File: config.mk
export PLATFORM = sky130hd
export DESIGN_NAME = bcp_clause_engine
export DESIGN_NICKNAME = d
export VERILOG_FILES = /design/src/rtl/bcp_clause_engine.sv
export SDC_FILE = /design/constraint.sdc
export NUM_CORES = 1
export LEC_CHECK = 0
export ABC_CLOCK_PERIOD_IN_PS = 8150
export CORE_MARGIN = 2
export CORE_UTILIZATION = 60
export DETAILED_ROUTE_END_ITERATION = 7
export GPL_ROUTABILITY_DRIVEN = 1
export PLACE_DENSITY_LB_ADDON = 0.25
export SKIP_LAST_GASP = 1
export SLEW_MARGIN = 25
export SYNTH_ARGS = -nofsm -noshare
export SYNTH_HDL_FRONTEND = slang
export SYNTH_SLANG_ARGS = --single-unit
File: constraint.sdc
create_clock -name clock -period 8.15 [get_ports clock]
set_clock_uncertainty 0.15 [all_clocks]
set_input_delay 1.2225 -clock clock [delete_from_list [all_inputs] [get_ports clock]]
set_output_delay 1.2225 -clock clock [all_outputs]
set_load 0.02 [all_outputs]
File: src/rtl/bcp_clause_engine.sv
// Clause-serial Boolean constraint propagation engine.
// Scans stored clauses against a latched assignment snapshot.
module bcp_clause_engine #(
    parameter int VAR_NUM    = 8,
    parameter int CLAUSE_NUM = 4,
    parameter int VIDX_W     = $clog2(VAR_NUM),
    parameter int CIDX_W     = $clog2(CLAUSE_NUM)
) (
    input  logic              clock,
    input  logic              reset,
    input  logic              cfg_we,
    input  logic [CIDX_W-1:0] cfg_idx,
    input  logic [VAR_NUM-1:0] cfg_mask,
    input  logic [VAR_NUM-1:0] cfg_type,
    input  logic              start,
    input  logic [VAR_NUM-1:0] assignment,
    input  logic [VAR_NUM-1:0] free,
    output logic              busy,
    output logic              imp_valid,
    input  logic              imp_ready,
    output logic [VIDX_W-1:0] imp_var,
    output logic              imp_value,
    output logic [CIDX_W-1:0] imp_clause,
    output logic              conflict,
    output logic [CIDX_W-1:0] conflict_clause,
    output logic              done,
    output logic [CIDX_W:0]   unit_count
);

    typedef enum logic [1:0] {IDLE, SCAN, EMIT, DONE} state_t;

    state_t              state;
    logic [VAR_NUM-1:0]  mask_q [CLAUSE_NUM];
    logic [VAR_NUM-1:0]  type_q [CLAUSE_NUM];
    logic [VAR_NUM-1:0]  snap_a;
    logic [VAR_NUM-1:0]  snap_f;
    logic [CIDX_W-1:0]   idx;

    logic [VAR_NUM-1:0]  cur_mask;
    logic [VAR_NUM-1:0]  cur_type;
    logic [VAR_NUM-1:0]  true_lits;
    logic [VAR_NUM-1:0]  free_lits;
    logic                is_unit;
    logic                is_last;
    logic [VIDX_W-1:0]   unit_var;

    always_comb begin
        cur_mask  = mask_q[idx];
        cur_type  = type_q[idx];
        true_lits = cur_mask & ~snap_f & ~(snap_a ^ cur_type);
        free_lits = cur_mask & snap_f;
        is_unit   = (free_lits != '0) &&
                    ((free_lits & (free_lits - VAR_NUM'(1))) == '0);
        is_last   = (idx == CIDX_W'(CLAUSE_NUM - 1));
        unit_var  = '0;
        for (int i = 0; i < VAR_NUM; i++) begin
            if (free_lits[i]) unit_var = VIDX_W'(i);
        end
    end

    // Clause store is frozen while a scan is running.
    always_ff @(posedge clock or posedge reset) begin
        if (reset) begin
            for (int k = 0; k < CLAUSE_NUM; k++) begin
                mask_q[k] <= '0;
                type_q[k] <= '0;
            end
        end else if (cfg_we && (state == IDLE || state == DONE)) begin
            mask_q[cfg_idx] <= cfg_mask;
            type_q[cfg_idx] <= cfg_type;
        end
    end

    always_ff @(posedge clock or posedge reset) begin
        if (reset) begin
            state           <= IDLE;
            snap_a          <= '0;
            snap_f          <= '0;
            idx             <= '0;
            busy            <= 1'b0;
            imp_valid       <= 1'b0;
            imp_var         <= '0;
            imp_value       <= 1'b0;
            imp_clause      <= '0;
            conflict        <= 1'b0;
            conflict_clause <= '0;
            done            <= 1'b0;
            unit_count      <= '0;
        end else begin
            done <= 1'b0;
            unique case (state)
                IDLE: begin
                    if (start) begin
                        snap_a          <= assignment;
                        snap_f          <= free;
                        conflict        <= 1'b0;
                        conflict_clause <= '0;
                        unit_count      <= '0;
                        idx             <= '0;
                        busy            <= 1'b1;
                        state           <= SCAN;
                    end
                end
                SCAN: begin
                    if (cur_mask != '0 && true_lits == '0 && free_lits == '0) begin
                        conflict        <= 1'b1;
                        conflict_clause <= idx;
                        busy            <= 1'b0;
                        done            <= 1'b1;
                        state           <= DONE;
                    end else if (cur_mask != '0 && true_lits == '0 && is_unit) begin
                        imp_valid  <= 1'b1;
                        imp_var    <= unit_var;
                        imp_value  <= cur_type[unit_var];
                        imp_clause <= idx;
                        state      <= EMIT;
                    end else if (is_last) begin
                        busy  <= 1'b0;
                        done  <= 1'b1;
                        state <= DONE;
                    end else begin
                        idx <= idx + CIDX_W'(1);
                    end
                end
                EMIT: begin
                    if (imp_ready) begin
                        // Fold the accepted implication into the snapshot.
                        snap_f[imp_var] <= 1'b0;
                        snap_a[imp_var] <= imp_value;
                        unit_count      <= unit_count + (CIDX_W + 1)'(1);
                        imp_valid       <= 1'b0;
                        if (is_last) begin
                            busy  <= 1'b0;
                            done  <= 1'b1;
                            state <= DONE;
                        end else begin
                            idx   <= idx + CIDX_W'(1);
                            state <= SCAN;
                        end
                    end
                end
                DONE: begin
                    state <= IDLE;
                end
                default: state <= IDLE;
            endcase
        end
    end

endmodule

==> reports/results.ini, run 1 <==
[outcome]
status=finished, final reports clean

[finish]
final_design_area_no_fill_mm2=0.00596
final_common_cell=dfrtp_1
drive_gt1_frac=0.248
nFillCells=587
mostFrequentLayoutCells=98 x dfrtp_1, 71 x mux2_2, 53 x clkdlybuf4s50_1
syn2layout_area_growth_pct=15.7
antenna_cells=0
fin_nets=540

[critical_path]
cp.buffers_inverters=1
max_stage_delay_ns=0.62
end_kind=register
crit_type=reg2reg
cp.required_ns=8.26
cpMaxStageDelayCell=mux4_2
worstPathMaxFanout=24
start_kind=register
cp.arrival_ns=3.40
path_cells=buf_4 > mux4_2 > nand2_1 > nand4_1 > a32oi_1 > o31ai_2 > nor3_2 > mux2_2
path_delay_family=multiplexers

[job]
drv_cap=0

[power_and_ir_drop]
power_density_mw_per_mm2=434
comb_power_share=0.520
pwr-share-seq=0.361
p_switching_w=0.00107
switching_share=0.414
internal_power_w=0.00151
power.leakage_nw=2.49
clkPwrFrac=0.119
ir_drop_v=0.000212

[logic_synthesis]
ys_types=60
syn_area_mm2=0.00515
synth_edf_count=0
ys_seq_area_frac=0.481
ys.flop_type=dfrtp_1
ys_ff_latch=99
postSynthNetCount=489
synth_warnings=0
netlist_instances=444
synth_area_per_cell_um2=11.6
async_flop_share=1.00

[die]
num_rows=33
initial_utilization=0.624
die_x_um=96.7
pin_count=54
fp.coreArea_mm2=0.00826
fp.dieH_um=96.7
dieArea_mm2=0.00935

[clock_tree]
root_buffer=clkbuf_8
cts_resized=0
clkSlewWorstSetupHoldPaths_ns=0.10
ctsHoldBuffers=0
clockBufferDepth=2
clock_latency_ns=0.37
post-cts-setup-buffers=0
cts_tree=done
cts_buffers=9
htree_levels=3
cts.sinks=99

[detailed_routing]
wirelength_um=11600
top_layer=met4
drt.antenna.violating_nets=0
drc_errors=0
drt-met1-wl_um=4970
routed-wl-met3_um=598
vias_per_cell=6.26
dr.pass1.iters=5
via_count=3786
wl_met2_um=5800
drtIter0Drc=181
detail_route.wl_per_cell_um=19.2

[place]
dp_hpwl_um=8380
numPortBuffers=53
post_dp_cell_area_mm2=0.00577
gp_congestion=0.930

[timing]
fin_setup_tns_ns=0
relSlewSlack=0.414
period_minus_slack_ns=3.29
finalSetupViolations=0
grt_setup_unrepaired=no
fin_crit_sh=0.404
fmax_mhz=304
hold_violations=0
drv_slew=0
worstMarginPinSlew_ns=0.877

[min_path]
hp-class=reg2reg

[global_routing]
grt_use_total=0.258
grt_pass1_wl_um=19400
grt_pass1_vias=3799
grt_max_degree=72
antenna_found_initial=0
overflow=0

## through the flow
step            util  setup slack (ns)  total power (W)  hold slack (ns)  cells
3_5_place_dp   0.699              4.68          0.00227            0.339    589
6_report       0.722              4.86          0.00259            0.360    605
5_1_grt        0.722              4.66          0.00276            0.376    605
4_1_cts        0.722              4.70          0.00258            0.363    605
3_3_place_gp   0.699              4.75          0.00222            0.332    589
2_1_floorplan      -              4.19          0.00191            0.319    444
## sequential cells by signal (all words and copies together) (netlist names), 3 cells and up
register,cells
type_q,32
mask_q,32
snap_f,8
imp_var,3
snap_a,8
unit_count,3
## Yosys cell counts (5+ instances only)
cell type | n | area, um^2
nand2b_1 | 6 | 37.5
xor2_1 | 7 | 61.3
nand4_1 | 5 | 31.3
mux2_2 | 71 | 800
o21ai_0 | 21 | 105
a211o_1 | 5 | 43.8
nor2_1 | 21 | 78.8
mux4_2 | 16 | 360
ha_1 | 6 | 75.1
nor3_1 | 7 | 35.0
inv_1 | 15 | 56.3
nand3_1 | 12 | 60.1
nand2_1 | 49 | 184
nor2b_1 | 8 | 50.1
a21oi_1 | 13 | 65.1
clkbuf_1 | 13 | 48.8
dfrtp_1 | 99 | 2480
## power by group through the flow
stage	combinational [W]	sequential [W]	clock, W
global placement	0.00130	0.000921	0
floorplan	0.00103	0.000884	0
CTS	0.00134	0.000928	0.000314
detailed placement	0.00134	0.000934	0
global route	0.00146	0.000963	0.000335
finish	0.00134	0.000934	0.000307
## kinds of logic (layout without fill, tap and decap cells)
group / Yosys count / after routing / share of synthesized area
AO/OA/AOI/OAI: 72 / 72 / 0.0954
XOR/XNOR: 9 / 9 / 0.0153
AND/OR/NAND/NOR: 134 / 134 / 0.133
flip-flops: 99 / 99 / 0.481
multiplexers: 90 / 90 / 0.231
adder cells (fa/ha/maj): 6 / 6 / 0.0146
buffers and inverters: 34 / 90 / 0.0301
## worst paths after layout
| path | from | end | slack [ns] | cells past startpoint |
|---|---|---|---|---|
| max | idx[0]$_DFFE_PP0P_ | imp_var[2]$_DFFE_PP0P_ | 4.86 | 8 |
| min | mask_q[0]$_DFFE_PP0P_ | mask_q[0]$_DFFE_PP0P_ | 0.36 | 1 |
| max reg2reg | idx[0]$_DFFE_PP0P_ | imp_var[2]$_DFFE_PP0P_ | 4.86 | 8 |
| min reg2reg | mask_q[0]$_DFFE_PP0P_ | mask_q[0]$_DFFE_PP0P_ | 0.36 | 1 |
| max in group asynchronous | reset | idx[1]$_DFFE_PP0P_ | 5.57 | 3 |
| min in group asynchronous | reset | unit_count[2]$_DFFE_PP0P_ | 1.04 | 2 |
## layout make-up
cell class / instances / area, um^2 / area share
multi-input cells: 311 / 2530 / 0.424
flip-flops and latches: 99 / 2480 / 0.416
repair buffers: 59 / 576 / 0.0965
clock buffers: 10 / 138 / 0.0231
well taps: 105 / 131 / 0.0220
inverters: 15 / 57.6 / 0.00965
clock inverters: 6 / 55.1 / 0.00923
## worst register-to-register path: stages (launching register included)
cell and delay [ns]:
dfrtp_1 0.34, buf_4 0.36, mux4_2 0.64, nand2_1 0.18, nand4_1 0.21, a32oi_1 0.23
o31ai_2 0.14, nor3_2 0.53, mux2_2 0.42
## layer usage
metal / vias to the layer above / GRT usage
met1: 1928 / 0.345
li1: 1719 / -
met5: - / 0
met4: 0 / 0.0726
met2: 119 / 0.426
met3: 20 / 0.0607
Power figures use the tool's default switching activity.
==> run 2, diff against run 1 <==
- ABC_CLOCK_PERIOD_IN_PS: 8150 -> 2700
- CORE_UTILIZATION: 60 -> 51
- clock period: 8.15 -> 2.7 ns (I/O delays scaled with it)
==> run 2 against run 1 <==
The flow now finishes with violations (negative setup slack). Combinational power rose to 4.2 times the previous value. First-iteration DRC count is 10% lower. Die area is 17% higher. Sequential power increased to 3.0 times the previous value. Via count increased by 4.3%. Sequential cell count stayed put. Register-to-register slack worse by 5.1 ns. Global-route usage decreased by 1.2 points. Core utilization shrank 4.5 points. Largest cell class unchanged. Largest power group unchanged.
==> reports/results.ini, run 2 (same netlist as run 1, synthesis figures left out) <==
[place]
post-place-ws_ns=-0.297
post_dp_cell_area_mm2=0.00616
placed_cells=657
gp_congestion=0.861
dp_hpwl_um=8850
numPortBuffers=53

[global_routing]
grt_use_total=0.247
antenna_found_initial=0
grt_pass1_wl_um=21000
grt_max_degree=100
grt_pass1_vias=4038
overflow=0

[detailed_routing]
drc_errors=0
via_count=3947
dr.pass1.iters=4
drtIter0Drc=162
drt.antenna.violating_nets=0
detail_route.wl_per_cell_um=18.6
wirelength_um=12700
vias_per_cell=5.80

[finish]
nFillCells=770
final_design_area_no_fill_mm2=0.00662
top_regs=mask_q x32, type_q x32
syn2layout_area_growth_pct=28.4
stdcell_count=681
final_common_cell=dfrtp_1
antenna_cells=0
drive_gt1_frac=0.356
mostFrequentLayoutCells=98 x dfrtp_1, 66 x mux2_2, 53 x clkdlybuf4s50_1
fin_nets=591

[timing]
hold_violations=0
whs_ns=0.360
worstMarginPinSlew_ns=0.589
relSlewSlack=0.606
drv_slew=0
fin_crit_sh=1.10
period_minus_slack_ns=2.96
fmax_mhz=338
finalWorstSetupSlack_ns=-0.263
finalSetupViolations=15
grt_setup_unrepaired=yes

[critical_path]
cp.required_ns=2.82
cp.arrival_ns=3.08
path_cells=buf_8 > mux4_2 > nand2_4 > xnor2_1 > a211oi_2 > o31ai_4 > nor3_4 > buf_12 > a211o_1 > a32o_1
path_delay_family=compound AO/OA/AOI/OAI gates
max_stage_delay_ns=0.58
crit_type=reg2reg
end_kind=register
start_kind=register
cpMaxStageDelayCell=mux4_2
cp.buffers_inverters=2
worstPathMaxFanout=8

[die]
die_x_um=105
num_rows=36
pin_count=54
initial_utilization=0.527
fp.dieH_um=105
fp.coreArea_mm2=0.00977
dieArea_mm2=0.0109

[clock_tree]
cts_buffers=9
htree_levels=3
root_buffer=clkbuf_8
ctsHoldBuffers=0
clockBufferDepth=2
clock_latency_ns=0.37
clkSlewWorstSetupHoldPaths_ns=0.10
cts.sinks=99
cts_tree=done

[power_and_ir_drop]
power.leakage_nw=2.81
power_w=0.00924
power_density_mw_per_mm2=1400
p_switching_w=0.00371
switching_share=0.402
pwr-share-seq=0.302
internal_power_w=0.00553
comb_power_share=0.605
ir_drop_v=0.000669
clkPwrFrac=0.093

[outcome]
status=finished with violations
violations=negative setup slack

[job]
drv_cap=0

[min_path]
hp-class=reg2reg

run 2: changes by cell type in the layout (fill, tap and decap cells not counted), sizes merged:
| cell | previous run | this run |
|---|---|---|
| clkinv | 1 | 2 |
| inv | 18 | 14 |
| clkbuf | 10 | 11 |
| buf | 6 | 57 |
| clkinvlp | 2 | 1 |
run 2: metal layers:
layer,up-vias,wire [um],track usage
li1,1816,-,-
met1,2016,5860,0.355
met2,99,6060,0.388
met3,16,548,0.0424
met4,0,189,0.0685
met5,-,0,0
run 2: stage by stage:
| step | TNS [ns] | utilization |
|---|---|---|
| after floorplan | -0.315 | - |
| after global placement | -2.77 | 0.630 |
| after detailed placement | -2.88 | 0.630 |
| after CTS | -3.42 | 0.670 |
| after global routing | -4.29 | 0.677 |
| final | -2.82 | 0.677 |
run 2: repair_timing:
item                                    in CTS  in global routing
buffers inserted                             8                  4
hold endpoints to repair                     0                  0
resized for setup                           24                 23
pin swaps                                    9                 15
endpoints found under the setup margin      16                 16
cloned                                       2                  0
run 2: path summary, 6_finish.rpt:
check	startpoint	to	slack, ns	depth (start not counted)
worst min register to register	mask_q[14]$_DFFE_PP0P_	mask_q[14]$_DFFE_PP0P_	0.36	1
max in group asynchronous	reset	type_q[20]$_DFFE_PP0P_	1.62	3
worst max-delay path	idx[0]$_DFFE_PP0P_	busy$_DFFE_PP0P_	-0.26	10
min in group asynchronous	reset	mask_q[17]$_DFFE_PP0P_	0.38	3
worst max register to register	idx[0]$_DFFE_PP0P_	busy$_DFFE_PP0P_	-0.26	10
worst min-delay path	mask_q[14]$_DFFE_PP0P_	mask_q[14]$_DFFE_PP0P_	0.36	1
run 2: area by class of cell:
type                    count  area (um^2)  share of cell area
clock buffers              11          151              0.0229
clock inverters             2         13.8             0.00208
inverters                  15         60.1             0.00907
multi-input cells         311         2710               0.410
flip-flops and latches     99         2480               0.374
well taps                 133          166              0.0251
repair buffers            110         1040               0.157
run 2: worst register-to-register path: stages (launching register included):
cell	delay [ns]
dfrtp_2	0.45
buf_8	0.16
mux4_2	0.58
nand2_4	0.14
xnor2_1	0.14
a211oi_2	0.12
o31ai_4	0.41
nor3_4	0.09
buf_12	0.16
a211o_1	0.27
a32o_1	0.20
run 2: power groups by stage:
stage	combinational (W)	sequential, W	clock (W)
2_1_floorplan	0.00314	0.00267	0
3_3_place_gp	0.00468	0.00275	0
3_5_place_dp	0.00477	0.00277	0
4_1_cts	0.00535	0.00277	0.000887
5_1_grt	0.00604	0.00287	0.000943
6_report	0.00559	0.00279	0.000862
==> run 3, diff against run 2 <==
- ABC_CLOCK_PERIOD_IN_PS: 2700 -> 2750
- CORE_UTILIZATION: 51 -> 57
- clock period: 2.7 -> 2.75 ns (I/O delays scaled with it)
==> run 3 against run 2 <==
The flow still finishes with violations (negative setup slack). Register-to-register slack worse by 0.07 ns. Combinational power decreased by 5.0%. Total power down 2.9%. Cell area decreased by 1.5%. Sequential power about the same. Sequential cell count unchanged. Routed wire length increased by 0.28%. Via count up 0.13%. Core utilization is 6.7 points higher. Clock power up 4.6%. Fmax decreased by 4.0%.
==> reports/results.ini, run 3 (same netlist as run 1, synthesis figures left out) <==
[outcome]
status=finished with violations
violations=negative setup slack

[die]
fp.coreArea_mm2=0.00876
num_rows=34
pin_count=54
initial_utilization=0.588
fp.dieH_um=99.1
die_x_um=99.1
dieArea_mm2=0.00982

[timing]
drv_slew=0
grt_setup_unrepaired=yes
hold_violations=0
finalWorstSetupSlack_ns=-0.337
relSlewSlack=0.611
whs_ns=0.347
fin_crit_sh=1.12
fmax_mhz=324
period_minus_slack_ns=3.09
worstMarginPinSlew_ns=0.580
finalSetupViolations=16

[global_routing]
grt_use_met3=0.0590
grt_max_degree=100
grt_use_total=0.268
grt_pass1_vias=4036
grt.met2_usage=0.445
busiest_layer=met2
antenna_found_initial=0
overflow=0
grt_pass1_wl_um=20500
grt_util_met1=0.351

[clock_tree]
root_buffer=clkbuf_8
cts_buffers=9
cts.sinks=99
ctsHoldBuffers=0
clockBufferDepth=2
htree_levels=3
cts_tree=done
clkSlewWorstSetupHoldPaths_ns=0.11
clock_latency_ns=0.38

[critical_path]
max_stage_delay_ns=0.55
end_kind=register
cpMaxStageDelayCell=mux4_2
cp.required_ns=2.87
path_cells=buf_12 > buf_12 > mux4_2 > xor2_1 > o32ai_1 > nor2_1 > nand4_1 > buf_4 > a211o_1 > and4b_1 > mux2_2
cp.arrival_ns=3.21
crit_type=reg2reg
path_common_cell=buf_12
worstPathMaxFanout=8
start_kind=register

[min_path]
hp-class=in2async

[finish]
stdcell_count=649
fin_util=0.744
mostFrequentLayoutCells=99 x dfrtp_1, 66 x mux2_2, 53 x clkdlybuf4s50_1
nFillCells=591
antenna_cells=0
syn2layout_area_growth_pct=26.5
top_regs=mask_q x32, type_q x32
fin_nets=582
drive_gt1_frac=0.348
final_common_cell=dfrtp_1

[detailed_routing]
drtIter0Drc=336
vias_per_cell=6.09
drc_errors=0
via_count=3952
drt.antenna.violating_nets=0
detail_route.wl_per_cell_um=19.6
dr.pass1.iters=5
wirelength_um=12700

[place]
placed_cells=617
numPortBuffers=53
gp_congestion=0.902
dp_hpwl_um=8450

[power_and_ir_drop]
power_density_mw_per_mm2=1380
ir_drop_v=0.000630
power.leakage_nw=2.78

[job]
drv_cap=0

## run 3: cell types whose count changed in the layout (fill, tap and decap cells not counted), sizes merged
cell	change
buf	-9
inv	+3
clkinv	+1
clkbuf	-2
## run 3: final timing paths
path	start	end	slack (ns)	cells after the start
worst max-delay path	idx[0]$_DFFE_PP0P_	idx[0]$_DFFE_PP0P_	-0.34	11
worst min-delay path	reset	conflict$_DFFE_PP0P_	0.35	3
worst max register to register	idx[0]$_DFFE_PP0P_	idx[0]$_DFFE_PP0P_	-0.34	11
worst min register to register	mask_q[14]$_DFFE_PP0P_	mask_q[14]$_DFFE_PP0P_	0.36	1
max in group asynchronous	reset	mask_q[17]$_DFFE_PP0P_	1.66	3
min in group clock	mask_q[14]$_DFFE_PP0P_	mask_q[14]$_DFFE_PP0P_	0.36	1
## run 3: worst max-delay path: cells and delay by family (launching register included)
kind / cells / cell delay [ns]
AO/OA/AOI/OAI: 2 / 0.36
XOR/XNOR: 1 / 0.22
buffers and inverters: 3 / 0.50
flip-flops: 1 / 0.42
multiplexers: 2 / 0.81
AND/OR/NAND/NOR: 3 / 0.52
## run 3: where the power goes
part / internal (W) / total (W) / switching, W / leakage, nW
Sequential: 0.00217 / 0.00276 / 0.000593 / 1.21
Combinational: 0.00278 / 0.00531 / 0.00253 / 1.47
Clock: 0.000345 / 0.000902 / 0.000556 / 0.0937
Total: 0.00529 / 0.00897 / 0.00368 / 2.78
## run 3: repair_timing
action	in CTS	in global routing
gates resized for setup	24	15
setup endpoints to repair	16	16
pin swaps	14	10
buffers inserted	16	2
## run 3: metal layers
| layer | vias to the layer above | routed length (um) |
|---|---|---|
| met4 | 0 | 380 |
| met2 | 144 | 6180 |
| li1 | 1803 | - |
| met1 | 1966 | 5320 |
| met5 | - | 0 |
| met3 | 39 | 810 |
## run 3: area by class of cell
| class | instances | area [um^2] | share of cell area |
|---|---|---|---|
| multi-input combinational | 311 | 2690 | 0.413 |
| sequential | 99 | 2480 | 0.380 |
| timing repair buffer | 101 | 977 | 0.150 |
| tap | 108 | 135 | 0.0207 |
| clock buffer | 9 | 124 | 0.0190 |
| inverter | 15 | 60.1 | 0.00921 |
| clock inverter | 6 | 57.6 | 0.00882 |
## run 3: metrics by stage
step / setup slack (ns) / total power (W) / instance area [um^2] / setup TNS (ns)
2_1_floorplan: -0.0576 / 0.00571 / 5170 / -0.0875
3_3_place_gp: -0.181 / 0.00703 / 6020 / -1.84
3_5_place_dp: -0.280 / 0.00721 / 6020 / -2.85
4_1_cts: -0.264 / 0.00871 / 6460 / -3.16
5_1_grt: -0.441 / 0.00952 / 6520 / -6.18
6_report: -0.337 / 0.00897 / 6520 / -4.08
